## config.mk

```make
export PLATFORM = sky130hd
export DESIGN_NAME = instr_sequencer
export DESIGN_NICKNAME = d
export VERILOG_FILES = /design/src/rtl/seq_pkg.sv /design/src/rtl/seq_decode.sv /design/src/rtl/instr_sequencer.sv
export SDC_FILE = /design/constraint.sdc
export NUM_CORES = 1
export LEC_CHECK = 0
export CAP_MARGIN = 40
export CORE_ASPECT_RATIO = 1.1
export CORE_UTILIZATION = 30
export CTS_CLUSTER_DIAMETER = 80
export DETAILED_ROUTE_END_ITERATION = 7
export SLEW_MARGIN = 5
export SYNTH_ARGS = -nofsm -noshare
export SYNTH_HDL_FRONTEND = slang
export SYNTH_HIERARCHICAL = 1
export SYNTH_SLANG_ARGS = --single-unit
```

## constraint.sdc

```tcl
create_clock -name clk -period 4.06 [get_ports clk]
set_input_delay 0.812 -clock clk [delete_from_list [all_inputs] [get_ports clk]]
set_output_delay 0.812 -clock clk [all_outputs]
set_load 0.05 [all_outputs]
```

## src/rtl/seq_pkg.sv

```systemverilog
// Shared definitions for the instruction sequencer: op/type codes, FSM state
// encoding, instruction field bit positions and the decoded-field payload.
package seq_pkg;

  localparam logic [1:0] OP_SW  = 2'b00;
  localparam logic [1:0] OP_LW  = 2'b01;
  localparam logic [1:0] OP_ADD = 2'b10;
  localparam logic [1:0] OP_SUB = 2'b11;

  localparam logic [1:0] TY_MEM = 2'b00;
  localparam logic [1:0] TY_IO  = 2'b11;

  // Instruction field bit positions
  localparam int unsigned OP_MSB   = 15;
  localparam int unsigned OP_LSB   = 14;
  localparam int unsigned TY_MSB   = 13;
  localparam int unsigned TY_LSB   = 12;
  localparam int unsigned RD_MSB   = 11;
  localparam int unsigned RD_LSB   = 8;
  localparam int unsigned RS_MSB   = 7;
  localparam int unsigned RS_LSB   = 4;
  localparam int unsigned RT_MSB   = 3;
  localparam int unsigned RT_LSB   = 0;
  localparam int unsigned ADDR_MSB = 7;
  localparam int unsigned ADDR_LSB = 0;

  typedef enum logic [2:0] {
    S_IDLE,
    S_DECODE,
    S_EXEC,
    S_BUS_WAIT,
    S_XFER
  } state_t;

  typedef struct packed {
    logic [1:0] op;
    logic [1:0] ty;
    logic [3:0] rd;
    logic [3:0] rs;
    logic [3:0] rt;
    logic [7:0] addr;
    logic       is_alu;
    logic       is_lw;
    logic       is_sw;
    logic       illegal;
  } fields_t;

endpackage

```

## src/rtl/seq_decode.sv

```systemverilog
// Combinational instruction field extractor.
// Ports: instr   - raw 16-bit instruction
//        fields_c - decoded fields plus op class and illegal flag (unregistered)
module seq_decode
  import seq_pkg::*;
(
  input  logic [15:0] instr,
  output fields_t     fields_c
);

  always_comb begin
    fields_c         = '0;
    fields_c.op      = instr[OP_MSB:OP_LSB];
    fields_c.ty      = instr[TY_MSB:TY_LSB];
    fields_c.rd      = instr[RD_MSB:RD_LSB];
    fields_c.rs      = instr[RS_MSB:RS_LSB];
    fields_c.rt      = instr[RT_MSB:RT_LSB];
    fields_c.addr    = instr[ADDR_MSB:ADDR_LSB];
    fields_c.is_alu  = (fields_c.op == OP_ADD) || (fields_c.op == OP_SUB);
    fields_c.is_lw   = (fields_c.op == OP_LW);
    fields_c.is_sw   = (fields_c.op == OP_SW);
    // Memory ops only allow the memory and IO transfer types
    fields_c.illegal = !fields_c.is_alu &&
                       (fields_c.ty != TY_MEM) && (fields_c.ty != TY_IO);
  end

endmodule

```

## src/rtl/instr_sequencer.sv

```systemverilog
// Instruction sequencer: accepts 16-bit instructions, drives register-file
// controls for ALU ops and arbitrates the shared data bus for lw/sw with a
// grant timeout.
// Ports: clk, rst (sync, active-high); instr_valid/instr/instr_ready handshake;
//        bus_req/bus_grant bus arbitration; op, xfer_type, Readreg1, Readreg2,
//        Writereg, fake_source, fake_destination, RegWrite, mem_addr register
//        file / memory controls; err one-cycle error pulse.
// The transfer-type output is named xfer_type because "type" is a keyword.
// Optional: SEQ_RETIRE_CNT_EN adds retired[15:0], a wrapping count of
// instructions that complete EXEC or XFER.
module instr_sequencer
  import seq_pkg::*;
#(
  parameter int unsigned BUS_TIMEOUT = 15,
  parameter int unsigned INSTR_W     = 16
) (
  input  logic               clk,
  input  logic               rst,
  input  logic               instr_valid,
  input  logic [INSTR_W-1:0] instr,
  output logic               instr_ready,
  input  logic               bus_grant,
  output logic               bus_req,
  output logic [1:0]         op,
  output logic [1:0]         xfer_type,
  output logic [3:0]         Readreg1,
  output logic [3:0]         Readreg2,
  output logic [3:0]         Writereg,
  output logic [7:0]         fake_source,
  output logic [7:0]         fake_destination,
  output logic               RegWrite,
  output logic [7:0]         mem_addr,
`ifdef SEQ_RETIRE_CNT_EN
  output logic [15:0]        retired,
`endif
  output logic               err
);

  localparam int unsigned CNT_W = $clog2(BUS_TIMEOUT + 1);

  state_t           state;
  fields_t          dec;
  logic [1:0]       cur_op;
  logic             cur_illegal;
  logic [CNT_W-1:0] wait_cnt;

  seq_decode u_decode (
    .instr    (instr),
    .fields_c (dec)
  );

  // FSM, timeout counter and all output registers
  always_ff @(posedge clk) begin
    if (rst) begin
      state            <= S_IDLE;
      instr_ready      <= 1'b1;
      bus_req          <= 1'b0;
      op               <= OP_ADD;
      xfer_type        <= TY_MEM;
      Readreg1         <= 4'h0;
      Readreg2         <= 4'h0;
      Writereg         <= 4'h0;
      fake_source      <= 8'h00;
      fake_destination <= 8'h00;
      RegWrite         <= 1'b0;
      mem_addr         <= 8'h00;
      err              <= 1'b0;
      wait_cnt         <= '0;
      cur_op           <= OP_ADD;
      cur_illegal      <= 1'b0;
`ifdef SEQ_RETIRE_CNT_EN
      retired          <= 16'h0000;
`endif
    end else begin
      err      <= 1'b0;
      RegWrite <= 1'b0;
      case (state)
        S_IDLE: begin
          if (instr_valid) begin
            state            <= S_DECODE;
            instr_ready      <= 1'b0;
            cur_op           <= dec.op;
            cur_illegal      <= dec.illegal;
            op               <= dec.op;
            xfer_type        <= dec.ty;
            Writereg         <= dec.rd;
            Readreg1         <= dec.rs;
            Readreg2         <= dec.rt;
            fake_source      <= dec.is_sw ? {4'h0, dec.rd} : 8'h00;
            fake_destination <= dec.is_lw ? {4'h0, dec.rd} : 8'h00;
            mem_addr         <= dec.is_alu ? 8'h00 : dec.addr;
          end
        end
        S_DECODE: begin
          if (cur_op[1]) begin
            state    <= S_EXEC;
            RegWrite <= 1'b1;
          end else if (cur_illegal) begin
            state       <= S_IDLE;
            instr_ready <= 1'b1;
            err         <= 1'b1;
            op          <= OP_ADD;
          end else begin
            state    <= S_BUS_WAIT;
            bus_req  <= 1'b1;
            wait_cnt <= '0;
            op       <= OP_ADD;
          end
        end
        S_EXEC: begin
          state       <= S_IDLE;
          instr_ready <= 1'b1;
          op          <= OP_ADD;
`ifdef SEQ_RETIRE_CNT_EN
          retired     <= retired + 16'h0001;
`endif
        end
        S_BUS_WAIT: begin
          // A grant wins over a timeout expiring in the same cycle
          if (bus_grant) begin
            state    <= S_XFER;
            op       <= cur_op;
            RegWrite <= (cur_op == OP_LW);
          end else if (wait_cnt == CNT_W'(BUS_TIMEOUT - 1)) begin
            state       <= S_IDLE;
            instr_ready <= 1'b1;
            bus_req     <= 1'b0;
            err         <= 1'b1;
            wait_cnt    <= '0;
          end else begin
            wait_cnt <= wait_cnt + CNT_W'(1);
          end
        end
        S_XFER: begin
          state       <= S_IDLE;
          instr_ready <= 1'b1;
          bus_req     <= 1'b0;
          op          <= OP_ADD;
`ifdef SEQ_RETIRE_CNT_EN
          retired     <= retired + 16'h0001;
`endif
        end
        default: begin
          state       <= S_IDLE;
          instr_ready <= 1'b1;
          bus_req     <= 1'b0;
          op          <= OP_ADD;
        end
      endcase
    end
  end

endmodule

```

## After elaboration in Yosys (flattened, before gate mapping)

Index checks and enable logic that the tools add are counted.

- Add/sub/neg operators: 1
- Equality and inequality tests: 17
- Mux-type cells: 37
- Bitwise gates (word level): 1
- Reduce and logical (&&, ||, !) cells: 15

Operators with widths:

| operator | number |
|---|---|
| two-way mux 4 bit | 6 |
| inequality test 2 bit, second input constant | 8 |
| two-way mux 1 bit | 15 |
| two-way mux 2 bit | 5 |
| AND reduction 5 bit | 2 |
| two-way mux 3 bit | 3 |
| one-hot mux 3 bit (3 select lines) | 1 |
| two-way mux 8 bit | 1 |
| one-hot mux 4 bit (2 select lines) | 1 |
| == test 3 x 2 -> 1 bit, second input constant | 2 |
| one-hot mux 1 bit (3 select lines) | 2 |
| one-hot mux 2 bit (3 select lines) | 1 |
| adder 4 x 1 -> 4 bit, second input constant | 1 |
| == test 2 x 1 -> 1 bit, second input constant | 2 |
| == test 2 bit, second input constant | 2 |
| == test 4 bit, second input constant | 1 |
| one-hot mux 1 bit (2 select lines) | 2 |
| AND reduction 2 bit | 2 |
| AND reduction 4 bit | 1 |
| nonzero test 2 bit | 2 |
| == test 3 x 1 -> 1 bit, second input constant | 1 |
| logical NOT 3 bit | 1 |
| inequality test 3 bit, second input constant | 1 |
| AND reduction 3 bit | 1 |
| other kinds (6) | 7 |

- Register bits after elaboration: 54
- Input bits: 20
- Logic and storage cells: 87

## Logic depth before layout (Yosys ltp)

- Word-level depth: 5
- Mapped depth: 6
- Gate-level depth less buffers: 5

## Hierarchy

Netlist, hierarchy kept.

By module, submodules not included:

| module | times used | cells an instance | area each (um^2) |
|---|---|---|---|
| instr_sequencer | 1 | 239 | 2011.9 |
| seq_decode | 1 | 29 | 206.4 |

## Worst setup path after synthesis

OpenSTA, ideal clock, no wires.

- Path kind: in2reg
- Start: in instr_valid
- End: reg Readreg1[1]
- Library setup time: 0.132 ns
- Arrival: 1.626 ns
- Setup slack: 2.301 ns
- Stages: 5
- Path through: or4b_4 -> buf_6 -> buf_6 -> nand2_1 -> a21oi_1

- Word-level cells in the longest chain between the ends: 1

Ends and longest elaborated chain:

| element | line | RTL |
|---|---|---|
| from (decl) | instr_sequencer.sv:19 | `input logic instr_valid,` |
| AND reduction 2 bit (no source line) | - |  |
| to (signal assigned) | instr_sequencer.sv:87 | `Readreg1 <= dec.rs;` |
| to (decl) | instr_sequencer.sv:26 | `output logic [3:0] Readreg1,` |

Every way passes these cells.
A chain may end at the register's enable or synchronous reset.

## Worst setup path in the final report

- Start: in instr_valid
- End: reg mem_addr[7]

- Word-level cells in the longest chain between the ends: 1

Ends and longest elaborated chain:

| element | line | RTL |
|---|---|---|
| AND reduction 2 bit (no source line) | - |  |
| to (signal assigned) | instr_sequencer.sv:91 | `mem_addr <= dec.is_alu ? 8'h00 : dec.addr;` |
| to (decl) | instr_sequencer.sv:32 | `output logic [7:0] mem_addr,` |

Every way passes these cells.

==> reports/metrics.csv <==
stage,metric,value,unit
outcome,status,"complete, but fails checks",
outcome,violations,DRC,
die,fp.dieW,83.99,µm
critical_path,crit_arrival,2.69,ns
sta,fin_setup_tns,0,ns
critical_path,crit_buf_inv,2,
sta,hold_slack,0.4527,ns
sta,slew_headroom,45.13,%
sta,rsz0062_at_grt,false,
clocking,cts-root-buf,clkbuf_8,
yosys,synthFlopType,dfxtp_1,
yosys,synth_top_cell_area_share,41.51,%
sta,period_share,60.46,%
sta,tightest_slew,0.8196,ns
global_route,antenna_found_initial,0,
global_route,grt_pass1_wl,7714,µm
routing,drt-pass1-iter-count,6,
die,rows,32,
critical_path,worstSetupEndpointType,register,
critical_path,crit_type,in -> reg,
routing,via_per_inst,4.670,
pwr,p_sw_share,31.85,%
pwr,comb_power_share,23.5,%
clocking,cts_buffer_depth,2,
pwr,p_sw,351.3,µW
die,coreArea,7087,µm²
final_layout,diodes,0,
clocking,cts_tree,built,
routing,ant_nets,0,
place,place_ws,1.280,ns
final_layout,drive_above_1_share,5.155,%
sta,finalHoldViolCount,0,
yosys,yosysTopAreaCell,dfxtp_1,
pwr,p_leak,0.9388,nW
critical_path,crit_chain,clkdlybuf4s50_1 > nor4b_4 > buf_4 > nand3b_1 > a21oi_1,
critical_path,critPathMaxStageDelay,0.72,ns
critical_path,reg2regPathDepth,4,
clocking,cts_made_buffers,5,
yosys,synth_area_per_cell,8.278,µm²
die,ios,64,
global_route,grt-ovfl-total,0,
final_layout,layout.nets,312,
clocking,cts.sinks,46,
die,die-area,7743,µm²
final_layout,syn2layout_area_growth,20.64,%
critical_path,cp.depth,5,
sta,report.final.slew_viol_count,0,
final_layout,n_fill_cell,752,
routing,drt-total-wl,4795,µm
pwr,p_per_area,412.2,nW/µm²
global_route,grt_max_degree,43,
place,portBuffers,55,
routing,num_vias,1756,
routing,drt_first_iter_violations,76,
critical_path,crit_required,4.29,ns
sta,timing.fmax,407.4,MHz
final_layout,seq_area,920.9,µm²
yosys,ys_ff_latch,46,
final_layout,multiInputGateArea,962.2,µm²
worst_hold_path,min_path_type,reg -> reg,
global_route,track_usage,12.39,%
sta,fin_skew,0.003865,ns
pwr,ir_drop,212.0,µV
clocking,htree_levels,2,
clocking,cts_setup_buffers,0,
yosys,synth.area.top_cells,"dfxtp_1 42%, buf_4 11%, nand2_1 9.3%",
yosys,synth_enable_flop_cells,0,
clocking,ctsHoldBuffers,0,
job,max_cap_viol_count,0,
global_route,grt_pass1_vias,1606,
pwr,clockPowerShare,30.8,%
yosys,synth_area,2218,µm²
yosys,ys_warn_count,6,
yosys,syn_inst,268,
critical_path,slowest_stage,nor4b_4,
place,dp_hpwl,3197,µm
yosys,ys_seq_area_share,41.51,%
die,die_h,92.19,µm
routing,drc,4,
pwr,p_seq_share,45.7,%
yosys,async_reset_ff_share,0,%
worst_hold_path,worstHoldPathCells,2,
clocking,cts_resized,0,
clocking,path_clk_slew,0.09,ns
critical_path,critPathTopFamily,buffers and inverters,
sta,finalSetupViolCount,0,
pwr,internal-power,751.8,µW
yosys,synth_cell_types,44,
routing,wl_per_cell,12.75,µm
sta,period_needed,2.455,ns
place,gp_congestion,0.7512,
critical_path,cp_max_fo,17,
sta,final.setup.worst_slack,1.605,ns
clocking,clock_latency,0.30,ns
die,initial_utilization,31.30,%
critical_path,worst_setup_path_start_kind,primary input,
## worst register-to-register path: cells and delay by family (launching register included)
kind                   cells  cell delay (ns)
and+or+nand+nor            2             0.94
DFF                        1             0.50
buffers and inverters      1             0.34
AOI/OAI and AO/OA          1             0.14
## final timing paths
path	start	to	slack (ns)
setup / recovery	instr_valid	mem_addr[7]$_SDFFE_PP0P_	1.61
hold / removal	mem_addr[1]$_SDFFE_PP0P_	mem_addr[1]$_SDFFE_PP0P_	0.45
setup reg to reg	state[0]$_SDFFE_PP0P_	mem_addr[7]$_SDFFE_PP0P_	2.08
hold reg to reg	mem_addr[1]$_SDFFE_PP0P_	mem_addr[1]$_SDFFE_PP0P_	0.45
## metal layers
layer	wire [µm]	global-route usage (%)	part of all wire (%)	vias up
met2	2058	19.40	43	52
met4	62	4.310	1.3	0
met3	302	4.230	6.3	7
met1	2372	15.81	49	796
met5	0	0	0	-
li1	-	-	-	901
## flip-flops by register name, summed over array words and instances, names as in the netlist, 2 cells and up
signal,flops
mem_addr,8
state,3
op,2
cur_op,2
Readreg1,4
wait_cnt,4
xfer_type,2
Readreg2,4
Writereg,4
fake_source,4
fake_destination,4
## cells in the final DEF (no fill, tap or decap), drive strengths merged, types with 2 or more instances in the layout
cell           Yosys  routed
buf               42       2
a21oi             34      34
and3               2       2
nand2             56      56
dfxtp             46      46
ha                 2       2
mux2i              2       2
o21ai              3       3
conb               1       8
nand3b             9       9
or4b               2       2
nor2              10      10
clkdlybuf4s50      0      55
or3                2       2
nand3             13      13
clkbuf             7       6
o31ai              3       3
inv                3       3
nor2b              4       4
nor3               3       3
nand2b             4       4
## layout make-up
type / count / share of cell area [%]
sequential: 46 / 34.41
clock inverter: 2 / 1.403
tap: 85 / 3.974
multi-input combinational: 177 / 35.95
inverter: 3 / 0.4208
timing repair buffer: 57 / 21.13
clock buffer: 6 / 2.712
## cell families after synthesis
family,Yosys count,share of synthesized area [%]
flops,46,41.51
mux,3,1.410
fa+ha+maj,2,1.128
xor+xnor,1,0.3949
compound gates,49,12.63
other cells,1,0.1690
simple gates,114,26.45
buf+inv,52,16.30
## power groups by stage
stage / logic (mW) / clock network [mW] / registers (mW)
after global routing: 0.277 / 0.366 / 0.508
after CTS: 0.261 / 0.354 / 0.504
after global placement: 0.259 / 0 / 0.514
after floorplan: 0.145 / 0 / 0.578
final: 0.259 / 0.340 / 0.504
after detailed placement: 0.260 / 0 / 0.514
## synthesized netlist by cell type, types with 2 or more instances
cell type  count
buf_4         33
nor2_1        10
o31ai_1        3
ha_1           2
nor2b_1        4
a21oi_1       34
buf_2          4
clkbuf_1       7
or3_1          2
nor3_1         3
nand2_1       55
and3_1         2
dfxtp_1       46
nand3_1       13
buf_6          5
o21ai_0        3
nand2b_1       4
inv_1          3
mux2i_1        2
nand3b_1       9
## per-stage QoR
step	instances	util [%]	instance area [µm²]	power [mW]
3_3_place_gp	368	36.21	2566	0.7723
4_1_cts	376	37.76	2676	1.118
5_1_grt	376	37.76	2676	1.151
2_1_floorplan	275	-	2245	0.7236
6_report	376	37.76	2676	1.103
3_5_place_dp	368	36.21	2566	0.7736
Power figures use the tool's default switching activity.
